--- src/rtl/tone_gen_multi.sv ---
// Multi-channel square-wave tone generator with timed note durations and octave shift.
// Optional time-multiplexed speaker mixer enabled by the NOTE_MIX_EN macro.
module tone_gen_multi #(
  parameter int unsigned CHANNELS = 2,
  parameter int unsigned DUR_W    = 8,
  parameter int unsigned TICK_DIV = 10000
) (
  input  logic                      CLK_1M,
  input  logic                      RESET,
  input  logic [4*CHANNELS-1:0]     NOTE,
  input  logic [2*CHANNELS-1:0]     OCT,
  input  logic [DUR_W*CHANNELS-1:0] DUR,
  input  logic [CHANNELS-1:0]       NOTE_VLD,
  input  logic [CHANNELS-1:0]       STOP,
  output logic [CHANNELS-1:0]       BUFF,
  output logic [CHANNELS-1:0]       BUSY,
  output logic [CHANNELS-1:0]       DONE,
  output logic                      MIX
);

  localparam int unsigned PW = (TICK_DIV > 1) ? $clog2(TICK_DIV) : 1;
  localparam logic [3:0]  RestCode = 4'd15;

  typedef enum logic [1:0] {StIdle, StPlay, StRest} state_e;

  function automatic logic [10:0] note_lim(input logic [3:0] code);
    logic [10:0] lim;
    unique case (code)
      4'd0:    lim = 11'd1911;
      4'd1:    lim = 11'd1703;
      4'd2:    lim = 11'd1517;
      4'd3:    lim = 11'd1276;
      4'd4:    lim = 11'd1136;
      4'd5:    lim = 11'd956;
      4'd6:    lim = 11'd851;
      4'd7:    lim = 11'd758;
      4'd8:    lim = 11'd716;
      4'd9:    lim = 11'd638;
      4'd10:   lim = 11'd568;
      4'd11:   lim = 11'd506;
      4'd12:   lim = 11'd478;
      4'd13:   lim = 11'd451;
      4'd14:   lim = 11'd426;
      default: lim = 11'd0;
    endcase
    return lim;
  endfunction

  for (genvar i = 0; i < CHANNELS; i++) begin : g_ch
    state_e            state_q, state_d;
    logic [3:0]        note_q, note_d;
    logic [1:0]        oct_q, oct_d;
    logic [10:0]       phase_q, phase_d;
    logic [PW-1:0]     presc_q, presc_d;
    logic [DUR_W-1:0]  dur_q, dur_d;
    logic              buff_q, buff_d;
    logic              done_q, done_d;
    logic [10:0]       lim;
    logic              wrap;

    assign lim  = note_lim(note_q) >> oct_q;
    assign wrap = (presc_q == PW'(TICK_DIV - 1));

    always_ff @(posedge CLK_1M) begin
      if (RESET) begin
        state_q <= StIdle;
        note_q  <= '0;
        oct_q   <= '0;
        phase_q <= '0;
        presc_q <= '0;
        dur_q   <= '0;
        buff_q  <= 1'b0;
        done_q  <= 1'b0;
      end else begin
        state_q <= state_d;
        note_q  <= note_d;
        oct_q   <= oct_d;
        phase_q <= phase_d;
        presc_q <= presc_d;
        dur_q   <= dur_d;
        buff_q  <= buff_d;
        done_q  <= done_d;
      end
    end

    // Priority: new command, then STOP, then normal play/expiry.
    always_comb begin
      state_d = state_q;
      note_d  = note_q;
      oct_d   = oct_q;
      phase_d = phase_q;
      presc_d = presc_q;
      dur_d   = dur_q;
      buff_d  = buff_q;
      done_d  = 1'b0;
      if (NOTE_VLD[i]) begin
        note_d  = NOTE[4*i +: 4];
        oct_d   = OCT[2*i +: 2];
        dur_d   = DUR[DUR_W*i +: DUR_W];
        phase_d = '0;
        presc_d = '0;
        buff_d  = 1'b0;
        state_d = (NOTE[4*i +: 4] == RestCode) ? StRest : StPlay;
      end else if (STOP[i]) begin
        state_d = StIdle;
        phase_d = '0;
        presc_d = '0;
        dur_d   = '0;
        buff_d  = 1'b0;
      end else begin
        unique case (state_q)
          StIdle: begin
            phase_d = '0;
            presc_d = '0;
            dur_d   = '0;
            buff_d  = 1'b0;
          end
          StPlay, StRest: begin
            if (state_q == StPlay) begin
              if (phase_q == lim) begin
                phase_d = '0;
                buff_d  = ~buff_q;
              end else begin
                phase_d = phase_q + 11'd1;
              end
            end else begin
              buff_d = 1'b0;
            end
            presc_d = wrap ? '0 : presc_q + PW'(1);
            // A zero duration counter means sustain: it never decrements.
            if (wrap && (dur_q != '0)) begin
              if (dur_q == DUR_W'(1)) begin
                state_d = StIdle;
                phase_d = '0;
                presc_d = '0;
                dur_d   = '0;
                buff_d  = 1'b0;
                done_d  = 1'b1;
              end else begin
                dur_d = dur_q - DUR_W'(1);
              end
            end
          end
          default: begin
            state_d = StIdle;
            buff_d  = 1'b0;
          end
        endcase
      end
    end

    assign BUFF[i] = buff_q;
    assign BUSY[i] = (state_q != StIdle);
    assign DONE[i] = done_q;
  end

`ifdef NOTE_MIX_EN
  localparam int unsigned SW = (CHANNELS > 1) ? $clog2(CHANNELS) : 1;

  logic [SW-1:0] sel_q, sel_d;
  logic          mix_q, mix_d;

  always_comb begin
    sel_d = (sel_q == SW'(CHANNELS - 1)) ? '0 : sel_q + SW'(1);
    mix_d = BUFF[sel_q];
  end

  always_ff @(posedge CLK_1M) begin
    if (RESET) begin
      sel_q <= '0;
      mix_q <= 1'b0;
    end else begin
      sel_q <= sel_d;
      mix_q <= mix_d;
    end
  end

  assign MIX = mix_q;
`else
  assign MIX = 1'b0;
`endif

endmodule

--- config.mk ---
export PLATFORM = sky130hd
export DESIGN_NAME = tone_gen_multi
export DESIGN_NICKNAME = d
export VERILOG_FILES = /design/src/rtl/tone_gen_multi.sv
export SDC_FILE = /design/constraint.sdc
export NUM_CORES = 1
export LEC_CHECK = 0
export CAP_MARGIN = 10
export CORE_UTILIZATION = 47
export CTS_CLUSTER_DIAMETER = 100
export DETAILED_ROUTE_END_ITERATION = 10
export HOLD_SLACK_MARGIN = 0.12
export PLACE_DENSITY = 0.75
export SLEW_MARGIN = 20
export SYNTH_ARGS = -nofsm -noshare
export SYNTH_HDL_FRONTEND = slang
export SYNTH_SLANG_ARGS = --single-unit
--- constraint.sdc ---
create_clock -name CLK_1M -period 3.2 [get_ports CLK_1M]
set_input_delay 0.48 -clock CLK_1M [delete_from_list [all_inputs] [get_ports CLK_1M]]
set_output_delay 0.48 -clock CLK_1M [all_outputs]
set_load 0.03 [all_outputs]
---- Word level (Yosys, flattened, before mapping) ----
Memories as Yosys holds them, arrays and structs flattened. A register that Yosys moved wholly into a read port is not among the register bits.
Index checks and enable logic that the tools add are counted.
storage, ports and cells
  output and inout bits ................... 7
  register bits after elaboration ......... 86
  ROM bits ................................ 352
  memories kept ........................... 2
operators by class
  add/subtract/negate cells ............... 6
  equality and inequality tests ........... 18
  bitwise gates (word level) .............. 6
  mux-type cells .......................... 54
  reduce and logical (&&, ||, !) cells .... 24
  shift-type cells ........................ 2
memory list
  memory           words  bits a word  read ports  clocked after Yosys merged registers in  wr ports  line  RTL
  (no name shown)  16     11           1           1                                        0         28    unique case (code)
  (no name shown)  16     11           1           1                                        0         28
operators by type and width
  kind                                               count
  2-to-1 mux 11 bit                                  8
  2-to-1 mux 14 bit                                  6
  2-to-1 mux 8 bit                                   8
  one-hot mux 14 bit (2 select lines)                2
  one-hot mux 11 bit (2 select lines)                2
  one-hot mux 8 bit (2 select lines)                 2
  adder 14 x 1 -> 14 bit (second input constant)     2
  == test 14 bit (second input constant)             2
  adder 11 x 1 -> 11 bit (second input constant)     2
  == test 11 bit                                     2
  right shift 11 x 2 -> 11 bit                       2
  2-to-1 mux 2 bit                                   10
  == test 8 x 1 -> 1 bit (second input constant)     2
  2-to-1 mux 4 bit                                   4
  != test 4 bit (second input constant)              4
  nonzero test 8 bit                                 2
  subtractor 8 x 1 -> 8 bit (second input constant)  2
  2-to-1 mux 1 bit                                   10
  OR reduction 5 bit                                 2
  == test 4 bit (second input constant)              2
  one-hot mux 2 bit (2 select lines)                 2
  nonzero test 2 bit                                 4
  nonzero test 4 bit                                 2
  OR reduction 4 bit                                 2
  other kinds (10)                                   24

---- Logic depth before layout (Yosys ltp) ----
  depth in word-level cells ............... 7
  mapped depth ............................ 10
  mapped depth without buffers ............ 9

---- Worst setup path before layout ----
OpenSTA, ideal clock, no wires.
  path kind ............................... in2reg
  start ................................... input port NOTE_VLD[1]
  end ..................................... register with a tool-made name
  path buffers ............................ 1
  stages on the path ...................... 8
  arrival time ............................ 2.277 ns
  setup time .............................. 0.131 ns
  slack ................................... 0.792 ns
  cell sequence ........................... clkbuf_1 -> mux2i_1 -> nor2_1 -> inv_1 -> ha_1 -> or3_1 -> o211ai_1 -> o21ai_0
RTL lines
  item         line  RTL
  from (decl)  13    input logic [CHANNELS-1:0] NOTE_VLD,

---- Final worst setup path ----
  start ................................... register g_ch[0].oct_q[1]
  end ..................................... register g_ch[0].phase_q[10]
between the ends
  longest elaborated chain between the ends .. 7
RTL lines
  item                                   line  RTL
  from (decl)                            52    logic [1:0] oct_q, oct_d;
  from (signal assigned)                 77    oct_q <= oct_d;
  right shift 11 x 2 -> 11 bit *         61    assign lim = note_lim(note_q) >> oct_q;
  == test 11 bit *                       120   if (phase_q == lim) begin
  2-to-1 mux 11 bit *                    120
  2-to-1 mux 11 bit *                    119   if (state_q == StPlay) begin
  2-to-1 mux 11 bit                      132   if (dur_q == DUR_W'(1)) begin
  2-to-1 mux 11 bit *                    131   if (wrap && (dur_q != '0)) begin
  one-hot mux 11 bit (2 select lines) *  111   unique case (state_q)
  to (signal assigned)                   78    phase_q <= phase_d;
  to (decl)                              53    logic [10:0] phase_q, phase_d;
Every way passes the cells marked *; elsewhere a longest branch is shown, timed or not.
A chain may end at the register's enable or synchronous reset.

==> results_dict.tcl <==
set metrics [dict create \
    initial_core_util_pct 48.18 \
    setup.worst_path.end_class "register" \
    drive_above_1_share_pct 6.516 \
    rows 42 \
    synthFlopType "dfxtp_1" \
    netlist.area_leader.share_pct 33.89 \
    seqCellArea_sq_um 2162 \
    grt_max_degree 18 \
    wl_per_cell_um 13.53 \
    antenna_found_initial 0 \
    syn-cell-area_sq_um 6380 \
    ant_nets 0 \
    ys_ff_latch 108 \
    path_class "reg2reg" \
    cp.arrival_ps 2970 \
    postCtsSetupRepairBufs 0 \
    dieHeight_um 118.5 \
    overflow 0 \
    setup_tns_ps 0 \
    finalNonFillerCells 974 \
    vias_per_cell 5.538 \
    first_iter_violations 335 \
    syn_inst 775 \
    cpPeakStageDelay_ps 730 \
    irDropWorstVdd_v 0.0003025 \
    wl_um 13180 \
    dieArea_sq_um 14040 \
    core-area_sq_um 13240 \
    cts.sinks 108 \
    cp_max_fo 15 \
    cts_hold_buf 0 \
    antenna_cells 0 \
    status "completed" \
    numCtsBuffers 9 \
    dp_cells 958 \
    dp_hpwl_um 9511 \
    synth-seq-area-share_pct 33.89 \
    nFillCells 1247 \
    hold_viol_final 0 \
    htreeDepth 3 \
    synth_cell_types 66 \
    port_buffers 39 \
    clock_latency_ps 350 \
    routabilityCongestion 0.8720 \
    p_leak_nw 2.812 \
    max_freq_mhz 367.0 \
    cts_resized 0 \
    nNetsFinal 855 \
    grt_pass1_vias 4828 \
    worstMarginPinSlew_ps 951.5 \
    required_ps 3440 \
    layout_worst_path_cycle_share_pct 85.16 \
    multi_input_area_sq_um 3847 \
    postSynthAreaPerCell_sq_um 8.232 \
    clock_path_buffers 2 \
    grt.total_usage_pct 19.21 \
    max_cap_violations 0 \
    drv_slew 0 \
    async_flop_share_pct 0 \
    ys_warn_count 0 \
    synth_top_cell_by_area "dfxtp_1" \
    hp-class "reg2reg" \
    relSlewSlack_pct 36.14 \
    first_pass_iters 5 \
    netlist_top_cells_area "dfxtp_1 (34%), nor2_1 (5.6%), ha_1 (5.5%), mux2i_1 (5.2%), xnor2_1 (3.6%)" \
    clkTransAtPathRegs_ps 70 \
    crit_slowest_cell "dfxtp_1" \
    final_cell_mix "dfxtp_1 (108), nor2_1 (96), nand2_1 (56)" \
    die_x_um 118.5 \
    syn-num-nets 837 \
    skew_ps 7.864 \
    num_vias 5394 \
    ios 41 \
    rsz0062_at_grt "no" \
    cp-start-kind "register" \
    final_common_cell "dfxtp_1" \
    clockRootBuffer "clkbuf_16" \
    period_minus_slack_ps 2725 \
    path_cells "mux2i_1 > xnor2_1 > or3_1 > a221oi_2 > nand4_2 > a32o_1" \
    synth_edf_count 0 \
    finalSetupViolations 0 \
    grt_first_pass_wirelength_um 22320 \
    cellPowerDensity_nw_per_um2 438.1 \
    syn2layout_area_growth_pct 13.12 \
    remaining_drc_errors 0 \
    cts_tree "yes" \
]
where the power goes:
group / leakage [nW] / switching [mW] / internal [mW]
combinational: 1.77 / 0.251 / 0.214
clock: 0.162 / 0.494 / 0.751
sequential: 0.882 / 0.0521 / 1.40
total: 2.81 / 0.796 / 2.37
metrics by stage:
| step | setup WS, ps | utilization, % | cell area, sq um | power [mW] | hold WS, ps |
|---|---|---|---|---|---|
| floorplan | 792.3 | - | 6380 | 1.812 | 453.9 |
| detailed placement | 454.6 | 51.95 | 6879 | 1.940 | 489.5 |
| global placement | 471.2 | 51.95 | 6879 | 1.934 | 466.7 |
| finish | 474.8 | 54.50 | 7217 | 3.162 | 489.8 |
| global route | 252.3 | 54.50 | 7217 | 3.294 | 533.7 |
| CTS | 464.1 | 54.50 | 7217 | 3.178 | 496.7 |
layer usage:
layer / GRT usage [%] / up-vias / wire length (um)
met3: 3.523 / 14 / 504
met5: 0 / - / 0
met1: 26.49 / 2476 / 6631
met4: 6.487 / 0 / 201
met2: 30.11 / 115 / 5842
li1: - / 2789 / -
cell usage after synthesis, types with 17 or more instances:
master	count
ha_1	28
nand2_1	56
mux2i_1	33
dfxtp_1	108
xor2_1	21
nor2_1	96
o21ai_0	33
nor3_1	25
xnor2_1	26
clkbuf_1	31
a211oi_1	17
inv_1	31
a21oi_1	36
nand3_1	22
final timing paths:
check	start	to	slack (ps)	cells past startpoint
setup / recovery	g_ch[0].oct_q[1]	g_ch[0].phase_q[10]	470	6
setup reg to reg	g_ch[0].oct_q[1]	g_ch[0].phase_q[10]	470	6
hold reg to reg	g_ch[0].presc_q[10]	g_ch[0].presc_q[10]	490	2
hold / removal	g_ch[0].presc_q[10]	g_ch[0].presc_q[10]	490	2
worst max-delay path, delay by kind of cell (launching register included):
family / cells / cell delay, ps
compound gates: 2 / 680
xor+xnor: 1 / 110
flops: 1 / 730
mux: 1 / 410
simple gates: 2 / 690
cells by family (layout without fill, tap and decap cells):
family	after synthesis	after routing	share of synthesized area, %
flip-flops	108	108	33.89
multiplexers	38	38	6.531
buffers and inverters	82	105	5.805
AO/OA/AOI/OAI	172	172	18.08
XOR/XNOR	47	47	6.452
adder cells (fa/ha/maj)	28	28	5.491
other	1	1	0.05878
AND/OR/NAND/NOR	299	299	23.69
layout make-up:
class,count,area share (%)
clock buffer,13,3.745
clock inverter,3,0.9362
inverter,31,1.612
multi-input combinational,585,53.31
sequential,108,29.96
tap,176,3.051
timing repair buffer,58,7.386
Note: power is estimated with default switching activity, not from simulation.
